[config.mk]
export PLATFORM = sky130hd
export DESIGN_NAME = spiflash4x_target
export DESIGN_NICKNAME = d
export VERILOG_FILES = /design/src/rtl/spiflash4x_target.sv
export SDC_FILE = /design/constraint.sdc
export NUM_CORES = 1
export LEC_CHECK = 0
export BUFFER_PORTS_ARGS = -buffer_cell sky130_fd_sc_hd__buf_2
export CORE_ASPECT_RATIO = 0.8
export CORE_MARGIN = 3
export CORE_UTILIZATION = 50
export CTS_BUF_LIST = sky130_fd_sc_hd__clkbuf_4
export DETAILED_ROUTE_END_ITERATION = 7
export PLACE_DENSITY = 0.68
export SLEW_MARGIN = 25
export SYNTH_ARGS = -nofsm -noshare
export SYNTH_HDL_FRONTEND = slang
export SYNTH_SLANG_ARGS = --single-unit
[constraint.sdc]
create_clock -name clk -period 6.73 [get_ports clk]
set_clock_uncertainty 0.1 [all_clocks]
set_input_delay 2.019 -clock clk [delete_from_list [all_inputs] [get_ports clk]]
set_output_delay 2.019 -clock clk [all_outputs]
set_load 0.02 [all_outputs]
[src/rtl/spiflash4x_target.sv]
// QSPI flash responder: oversamples the spiflash4x bus on clk and serves 0x03, 0xEB and 0x9F
// from a byte-wide fetch port with a one-byte prefetch buffer.
module spiflash4x_target #(
    parameter int          ADDR_W     = 24,
    parameter logic [23:0] JEDEC_ID   = 24'hEF4016,
    parameter int          DUMMY_QUAD = 4
) (
    input  logic              clk,
    input  logic              reset_n,
    input  logic              spi_clk,
    input  logic              spi_cs_n,
    input  logic [3:0]        spi_dq_i,
    output logic [3:0]        spi_dq_o,
    output logic [3:0]        spi_dq_oe,
    output logic [ADDR_W-1:0] mem_addr,
    output logic              mem_req,
    input  logic              mem_ack,
    input  logic [7:0]        mem_data,
    output logic              underrun
);
    // state  | meaning
    // IDLE   | CS high;  CMD | opcode shift;  ADDR | address shift;  MODE | mode byte (0xEB)
    // DUMMY  | turnaround; DATA | memory bytes out;  ID | JEDEC bytes then 0xFF;  IGNORE | unknown opcode
    typedef enum logic [2:0] {IDLE, CMD, ADDR, MODE, DUMMY, DATA, ID, IGNORE} state_t;

    logic [2:0]        sclk_q, cs_q;
    logic [3:0]        dq_meta_q, dq_sync_q;
    state_t            state_q, state_d;
    logic [4:0]        cnt_q, cnt_d;
    logic [23:0]       sh_q, sh_d, sh_next;
    logic              quad_q, quad_d;
    logic [7:0]        out_sh_q, out_sh_d;
    logic [2:0]        out_cnt_q, out_cnt_d;
    logic [1:0]        id_idx_q, id_idx_d;
    logic [ADDR_W-1:0] need_q, need_d, mem_addr_q, mem_addr_d;
    logic [7:0]        buf_q, buf_d;
    logic              buf_v_q, buf_v_d, mem_req_q, mem_req_d, underrun_q, underrun_d;
    logic [3:0]        dq_o_q, dq_o_d, dq_oe_q, dq_oe_d;
    logic              rise, fall, cs_sync, cs_fall, live, fetch_ok;
    logic [7:0]        out_byte, id_byte;

    assign rise    = sclk_q[1] & ~sclk_q[2];
    assign fall    = ~sclk_q[1] & sclk_q[2];
    assign cs_sync = cs_q[1];
    assign cs_fall = ~cs_q[1] & cs_q[2];

    always_comb begin
        state_d    = state_q;
        cnt_d      = cnt_q;
        sh_d       = sh_q;
        quad_d     = quad_q;
        out_sh_d   = out_sh_q;
        out_cnt_d  = out_cnt_q;
        id_idx_d   = id_idx_q;
        need_d     = need_q;
        buf_d      = buf_q;
        buf_v_d    = buf_v_q;
        mem_addr_d = mem_addr_q;
        mem_req_d  = mem_req_q;
        underrun_d = underrun_q;
        dq_o_d     = dq_o_q;
        dq_oe_d    = dq_oe_q;
        out_byte   = 8'hFF;
        sh_next    = quad_q ? {sh_q[19:0], dq_sync_q} : {sh_q[22:0], dq_sync_q[0]};
        live       = (state_q == MODE) || (state_q == DUMMY) || (state_q == DATA);
        case (id_idx_q)
            2'd0:    id_byte = JEDEC_ID[23:16];
            2'd1:    id_byte = JEDEC_ID[15:8];
            2'd2:    id_byte = JEDEC_ID[7:0];
            default: id_byte = 8'hFF;
        endcase

        // A late or stale ack (address no longer the one wanted next) is dropped.
        if (mem_req_q && mem_ack) begin
            mem_req_d = 1'b0;
            if (live && mem_addr_q == need_q) begin
                buf_d   = mem_data;
                buf_v_d = 1'b1;
            end
        end

        if (cs_sync) begin
            state_d = IDLE;
            dq_o_d  = 4'h0;
            dq_oe_d = 4'h0;
            buf_v_d = 1'b0;
        end else begin
            case (state_q)
                IDLE: if (cs_fall) begin
                    state_d   = CMD;
                    cnt_d     = 5'd0;
                    out_cnt_d = 3'd0;
                    id_idx_d  = 2'd0;
                    quad_d    = 1'b0;
                end
                CMD: if (rise) begin
                    sh_d  = sh_next;
                    cnt_d = cnt_q + 5'd1;
                    if (cnt_q == 5'd7) begin
                        cnt_d = 5'd0;
                        case (sh_next[7:0])
                            8'h03:   state_d = ADDR;
                            8'hEB: begin
                                state_d = ADDR;
                                quad_d  = 1'b1;
                            end
                            8'h9F:   state_d = ID;
                            default: state_d = IGNORE;
                        endcase
                    end
                end
                ADDR: if (rise) begin
                    sh_d  = sh_next;
                    cnt_d = cnt_q + 5'd1;
                    if (cnt_q == (quad_q ? 5'd5 : 5'd23)) begin
                        cnt_d   = 5'd0;
                        need_d  = sh_next[ADDR_W-1:0];
                        state_d = quad_q ? MODE : DATA;
                    end
                end
                MODE: if (rise) begin
                    cnt_d = cnt_q + 5'd1;
                    if (cnt_q == 5'd1) begin
                        cnt_d   = 5'd0;
                        state_d = DUMMY;
                    end
                end
                DUMMY: if (rise) begin
                    cnt_d = cnt_q + 5'd1;
                    if (cnt_q == 5'(DUMMY_QUAD - 1)) begin
                        cnt_d   = 5'd0;
                        state_d = DATA;
                    end
                end
                DATA, ID: if (fall) begin
                    dq_oe_d = quad_q ? 4'hF : 4'h2;
                    if (out_cnt_q == 3'd0) begin
                        if (state_q == ID) begin
                            out_byte = id_byte;
                            if (id_idx_q != 2'd3) id_idx_d = id_idx_q + 2'd1;
                        end else begin
                            need_d = need_q + 1'b1;
                            if (buf_v_d) begin
                                out_byte = buf_d;
                                buf_v_d  = 1'b0;
                            end else begin
                                underrun_d = 1'b1;
                            end
                        end
                        if (quad_q) begin
                            dq_o_d    = out_byte[7:4];
                            out_sh_d  = {out_byte[3:0], 4'h0};
                            out_cnt_d = 3'd1;
                        end else begin
                            dq_o_d    = {2'b00, out_byte[7], 1'b0};
                            out_sh_d  = {out_byte[6:0], 1'b0};
                            out_cnt_d = 3'd7;
                        end
                    end else begin
                        out_cnt_d = out_cnt_q - 3'd1;
                        if (quad_q) begin
                            dq_o_d   = out_sh_q[7:4];
                            out_sh_d = {out_sh_q[3:0], 4'h0};
                        end else begin
                            dq_o_d   = {2'b00, out_sh_q[7], 1'b0};
                            out_sh_d = {out_sh_q[6:0], 1'b0};
                        end
                    end
                end
                default: ;
            endcase
        end

        fetch_ok = !cs_sync && ((state_d == MODE) || (state_d == DUMMY) || (state_d == DATA));
        if (fetch_ok && !mem_req_d && !buf_v_d) begin
            mem_req_d  = 1'b1;
            mem_addr_d = need_d;
        end
    end

    always_ff @(posedge clk or negedge reset_n) begin
        if (!reset_n) begin
            sclk_q     <= 3'b000;
            cs_q       <= 3'b111;
            dq_meta_q  <= 4'h0;
            dq_sync_q  <= 4'h0;
            state_q    <= IDLE;
            cnt_q      <= 5'd0;
            sh_q       <= 24'd0;
            quad_q     <= 1'b0;
            out_sh_q   <= 8'd0;
            out_cnt_q  <= 3'd0;
            id_idx_q   <= 2'd0;
            need_q     <= '0;
            buf_q      <= 8'd0;
            buf_v_q    <= 1'b0;
            mem_addr_q <= '0;
            mem_req_q  <= 1'b0;
            underrun_q <= 1'b0;
            dq_o_q     <= 4'h0;
            dq_oe_q    <= 4'h0;
        end else begin
            sclk_q     <= {sclk_q[1:0], spi_clk};
            cs_q       <= {cs_q[1:0], spi_cs_n};
            dq_meta_q  <= spi_dq_i;
            dq_sync_q  <= dq_meta_q;
            state_q    <= state_d;
            cnt_q      <= cnt_d;
            sh_q       <= sh_d;
            quad_q     <= quad_d;
            out_sh_q   <= out_sh_d;
            out_cnt_q  <= out_cnt_d;
            id_idx_q   <= id_idx_d;
            need_q     <= need_d;
            buf_q      <= buf_d;
            buf_v_q    <= buf_v_d;
            mem_addr_q <= mem_addr_d;
            mem_req_q  <= mem_req_d;
            underrun_q <= underrun_d;
            dq_o_q     <= dq_o_d;
            dq_oe_q    <= dq_oe_d;
        end
    end

    assign spi_dq_o  = dq_o_q;
    assign spi_dq_oe = dq_oe_q;
    assign mem_addr  = mem_addr_q;
    assign mem_req   = mem_req_q;
    assign underrun  = underrun_q;
endmodule

# After elaboration in Yosys (flattened, before gate mapping)
# Index checks and enable logic that the tools add are counted.
# totals
reg_bits	126
inputBits	17
out_inout_bits	34
# op_classes
n_addsub	4
n_eq_ne	31
muxes	75
bitwise_logic	8
reduce_logical	31
# ops
operator	n
2-to-1 mux 24 bit	7
2-to-1 mux 8 bit	7
2-to-1 mux 5 bit	10
case mux 24 bit (2 select lines)	1
2-to-1 mux 3 bit	15
2-to-1 mux 4 bit	10
case mux 5 bit (5 select lines)	1
adder 24 x 1 -> 24 bit (second input constant)	1
== test 24 bit	1
!= test 2 bit (second input constant)	12
case mux 8 bit (3 select lines)	1
== test 8 bit (second input constant)	2
== test 3 bit (second input constant)	5
case mux 3 bit (5 select lines)	1
AND reduction 7 bit	2
2-to-1 mux 1 bit	13
case mux 3 bit (2 select lines)	2
AND reduction 6 bit	2
2-to-1 mux 2 bit	5
== test 3 x 2 -> 1 bit (second input constant)	3
== test 8 x 2 -> 1 bit (second input constant)	1
nonzero test 2 bit	4
logical NOT 3 bit	2
AND reduction 3 bit	2
22 further kinds	39

# Depth between registers and ports, before layout
# depth
depth_word	15
ltp_mapped	11

# Worst setup path before layout
# No wires, ideal clock.
# synth_path
path_type	input -> register
startpoint	input mem_ack
endpoint	register mem_addr_q[7], in the netlist mem_addr[7]
setup_ns	0.128
arrival_time_ns	3.469
required_ns	6.502
path_slack_ns	3.033
cell_stages	8
path_buffers	1
cell_sequence	nand2_1 > a211oi_1 > nand4_1 > nor2_1 > o21a_1 > a311oi_4 > buf_6 > mux2_1
# synth_between
elab_chain_cells	9
elab_cells_between_ends	12
cone_classes	mux (7); reduce/logical (5)
# synth_rtl
element	line	rtl
start, declared	17	input logic mem_ack,
logical AND 1 bit (*)	74	if (mem_req_q && mem_ack) begin
2-to-1 mux 1 bit	74	
2-to-1 mux 1 bit	138	if (state_q == ID) begin
2-to-1 mux 1 bit	137	if (out_cnt_q == 3'd0) begin
2-to-1 mux 1 bit	135	DATA, ID: if (fall) begin
2-to-1 mux 1 bit	88	case (state_q)
2-to-1 mux 1 bit	82	if (cs_sync) begin
logical NOT 1 bit	175	if (fetch_ok && !mem_req_d && !buf_v_d) begin
logical AND 1 bit (*)	175	
end signal, assigned	217	mem_addr_q <= mem_addr_d;
end, declared	35	logic [ADDR_W-1:0] need_q, need_d, mem_addr_q, mem_addr_d;
# Every way passes the cells marked *; elsewhere a longest branch is shown, timed or not.
# A chain may end at the register's enable or synchronous reset.

# Worst setup path after layout
# Ends and elaborated chain as after synthesis.

==> results.cfg <==
[worst_setup_path]
cp_top_family = simple AND/OR/NAND/NOR gates
cp_num_buf_inv = 2
worst-path-stages = 9
worstSetupStartpoint = mem_ack
worst_ep_required_time_ns = 7.07
path_cells = buf_2, nand2_1, a211oi_1, nand4_1, nor2_1, o21a_1, a311oi_4, buf_4, mux2_1
reg2regPathDepth = 9
reg2reg_from = quad_q
critPathArrivalTime_ns = 4.35
slowest_stage = nor2_1
critPathMaxStageDelay_ns = 0.76
cp_max_fo = 25
cp-start-kind = primary input
worstSetupEndpointType = flip-flop
critical_path_class = in2reg

[drt]
ant_nets = 0
vias = 5846
vias_per_cell = 6.17
drtIter0Drc = 498
drtPass1Iterations = 5
wl_mm = 17.7
wl_per_cell_um = 18.7
drc = 0

[synthesis]
yosysUniqueCellTypes = 74
seq_area_frac_synth = 0.445
synth_top_area_cell = dfrtp_1
syn_area_per_cell_um2 = 9.46
synth-main-ff-cell = dfrtp_1
ys_ff_latch = 123
synth_edf_count = 0
yosysMostFrequentCell = dfrtp_1
synth_area_mm2 = 0.00692
synth_common_cells = dfrtp_1 (120), nor2_1 (84), nand2_1 (57)
syn-num-nets = 756
syn_inst = 731
yosys-top-cells-area = dfrtp_1 (43%), nor2_1 (4.6%), mux2i_1 (4.3%)
yosys_warnings = 0
async_reset_ff_frac = 1.00
synth_top_area_share = 0.434

[die]
die-area_mm2 = 0.0153
io_pins = 51
num_rows = 37
start_util = 0.524
core_mm2 = 0.0132
die_x_um = 138
die_h_um = 111

[placement]
dpl.hpwl_mm = 12.7
dp.cells = 915
portBuffers = 50
gpl.final_weighted_congestion = 0.943
placed_area_mm2 = 0.00722
dp_slack_ns = 2.17

[timing]
fin_crit_sh = 0.595
max_freq_mhz = 250
fin_crit_ns = 4.00
hold_viol = 0
worstMarginPinSlew_ns = 0.887
fin_ws_ns = 2.73
rsz0062_at_grt = false
setup-tns-final_ns = 0
maxSlewHeadroom = 0.407
finalSetupViolCount = 0
slew_violations = 0

[job]
drv_cap = 0

[cts]
hold_buffers = 0
cts_buffers = 17
ctsLongestPathBuffers = 2
cts_resized = 0
clock_sinks = 123
ctsHtreeMaxLevel = 4
clk_latency_ns = 0.56
cts_tree = yes
post_cts_buffers = 0
cts_root_buf = clkbuf_4
clk_pin_slew_ns = 0.12

[cells_and_area]
final_nets = 784
seqCellArea_mm2 = 0.00308
fin_cells = 947
drive_above_1_share = 0.153
fillCellCount = 1187
num_antenna_cells = 0
syn_to_final_growth_pct = 9.06
final_area_mm2 = 0.00754
multiInputGateArea_mm2 = 0.00359

[grt]
antenna_found_initial = 0
grt_pass1_vias = 5601
grt_pass1_wl_mm = 28.8
grt-ovfl-total = 0
grtUsageTotal = 0.238
grt_max_degree = 68

[hold_path]
timing.hold.worst_path_depth = 0
min_from = cs_q[0]
hold_path_class = reg2reg

[status]
status = complete, no violations

[pwr]
power_density_mw_per_mm2 = 230
vdd_drop_max_uv = 191
p_leak_nw = 3.42
[power by group]
group | leakage, nW | internal [mW] | switching, mW | total (mW)
sequential | 1.59 | 0.817 | 0.0793 | 0.896
combinational | 1.67 | 0.0958 | 0.158 | 0.254
clock | 0.163 | 0.264 | 0.322 | 0.586
total | 3.42 | 1.18 | 0.559 | 1.74
[layer usage]
metal | vias up | share of wire | track usage
li1 | 2725 | - | -
met1 | 2843 | 0.44 | 0.320
met2 | 235 | 0.47 | 0.375
met3 | 43 | 0.060 | 0.0535
met4 | 0 | 0.025 | 0.0838
met5 | - | 0 | 0
[metrics by stage]
step	power, mW	utilization	hold slack, ns
2_1_floorplan	1.06	-	0.231
3_3_place_gp	1.15	0.547	0.235
3_5_place_dp	1.16	0.547	0.242
4_1_cts	1.75	0.572	0.267
5_1_grt	1.82	0.572	0.271
6_report	1.74	0.572	0.265
[cell usage in the layout (no fill, tap or decap), types with 7 or more instances in the layout]
| master | n |
|---|---|
| nand2b_1 | 9 |
| nand2_1 | 57 |
| o21ai_0 | 38 |
| inv_1 | 13 |
| nand4_1 | 10 |
| a21oi_1 | 55 |
| ha_1 | 8 |
| nor2_1 | 83 |
| mux2i_1 | 30 |
| and3_1 | 7 |
| buf_2 | 49 |
| nand3_1 | 17 |
| o211ai_1 | 10 |
| clkbuf_4 | 17 |
| a211oi_1 | 9 |
| dfrtp_1 | 119 |
| mux2_1 | 19 |
| mux2_2 | 15 |
| nor2b_1 | 12 |
| nor3_1 | 18 |
| xor2_1 | 29 |
| nor4_1 | 15 |
[cell families (layout without fill, tap and decap cells)]
family          Yosys count  after routing  share of synthesized area
simple gates            263            263                      0.190
compound gates          181            181                      0.173
flops                   123            123                      0.445
mux                      64             64                     0.0988
buf+inv                  59            100                     0.0371
xor+xnor                 33             33                     0.0418
fa+ha+maj                 8              8                     0.0145
[final timing paths]
check / end / slack (ns)
setup / recovery: mem_addr[7] / 2.73
hold / removal: cs_q[1] / 0.26
setup reg to reg: mem_addr[7] / 3.06
hold reg to reg: cs_q[1] / 0.26
max in group asynchronous: mem_addr[11] / 3.81
min in group asynchronous: cnt_q[3] / 1.44
[area by class of cell]
class | count | area share
clock inverters | 15 | 0.0252
well taps | 175 | 0.0290
multi-input cells | 549 | 0.475
clock buffers | 17 | 0.0169
flip-flops and latches | 123 | 0.409
inverters | 13 | 0.00647
repair buffers | 55 | 0.0385
[state kept, by name, summed over array words and instances, names as in the netlist, 3 cells and up]
name,flops
cnt_q,5
state_q,3
buf_q,8
out_cnt_q,3
dq_meta_q,4
mem_addr,24
dq_sync_q,4
sclk_q,3
need_q,24
spi_dq_o,4
sh_q,23
cs_q,3
out_sh_q,7
Note: power is estimated with default switching activity, not from simulation.
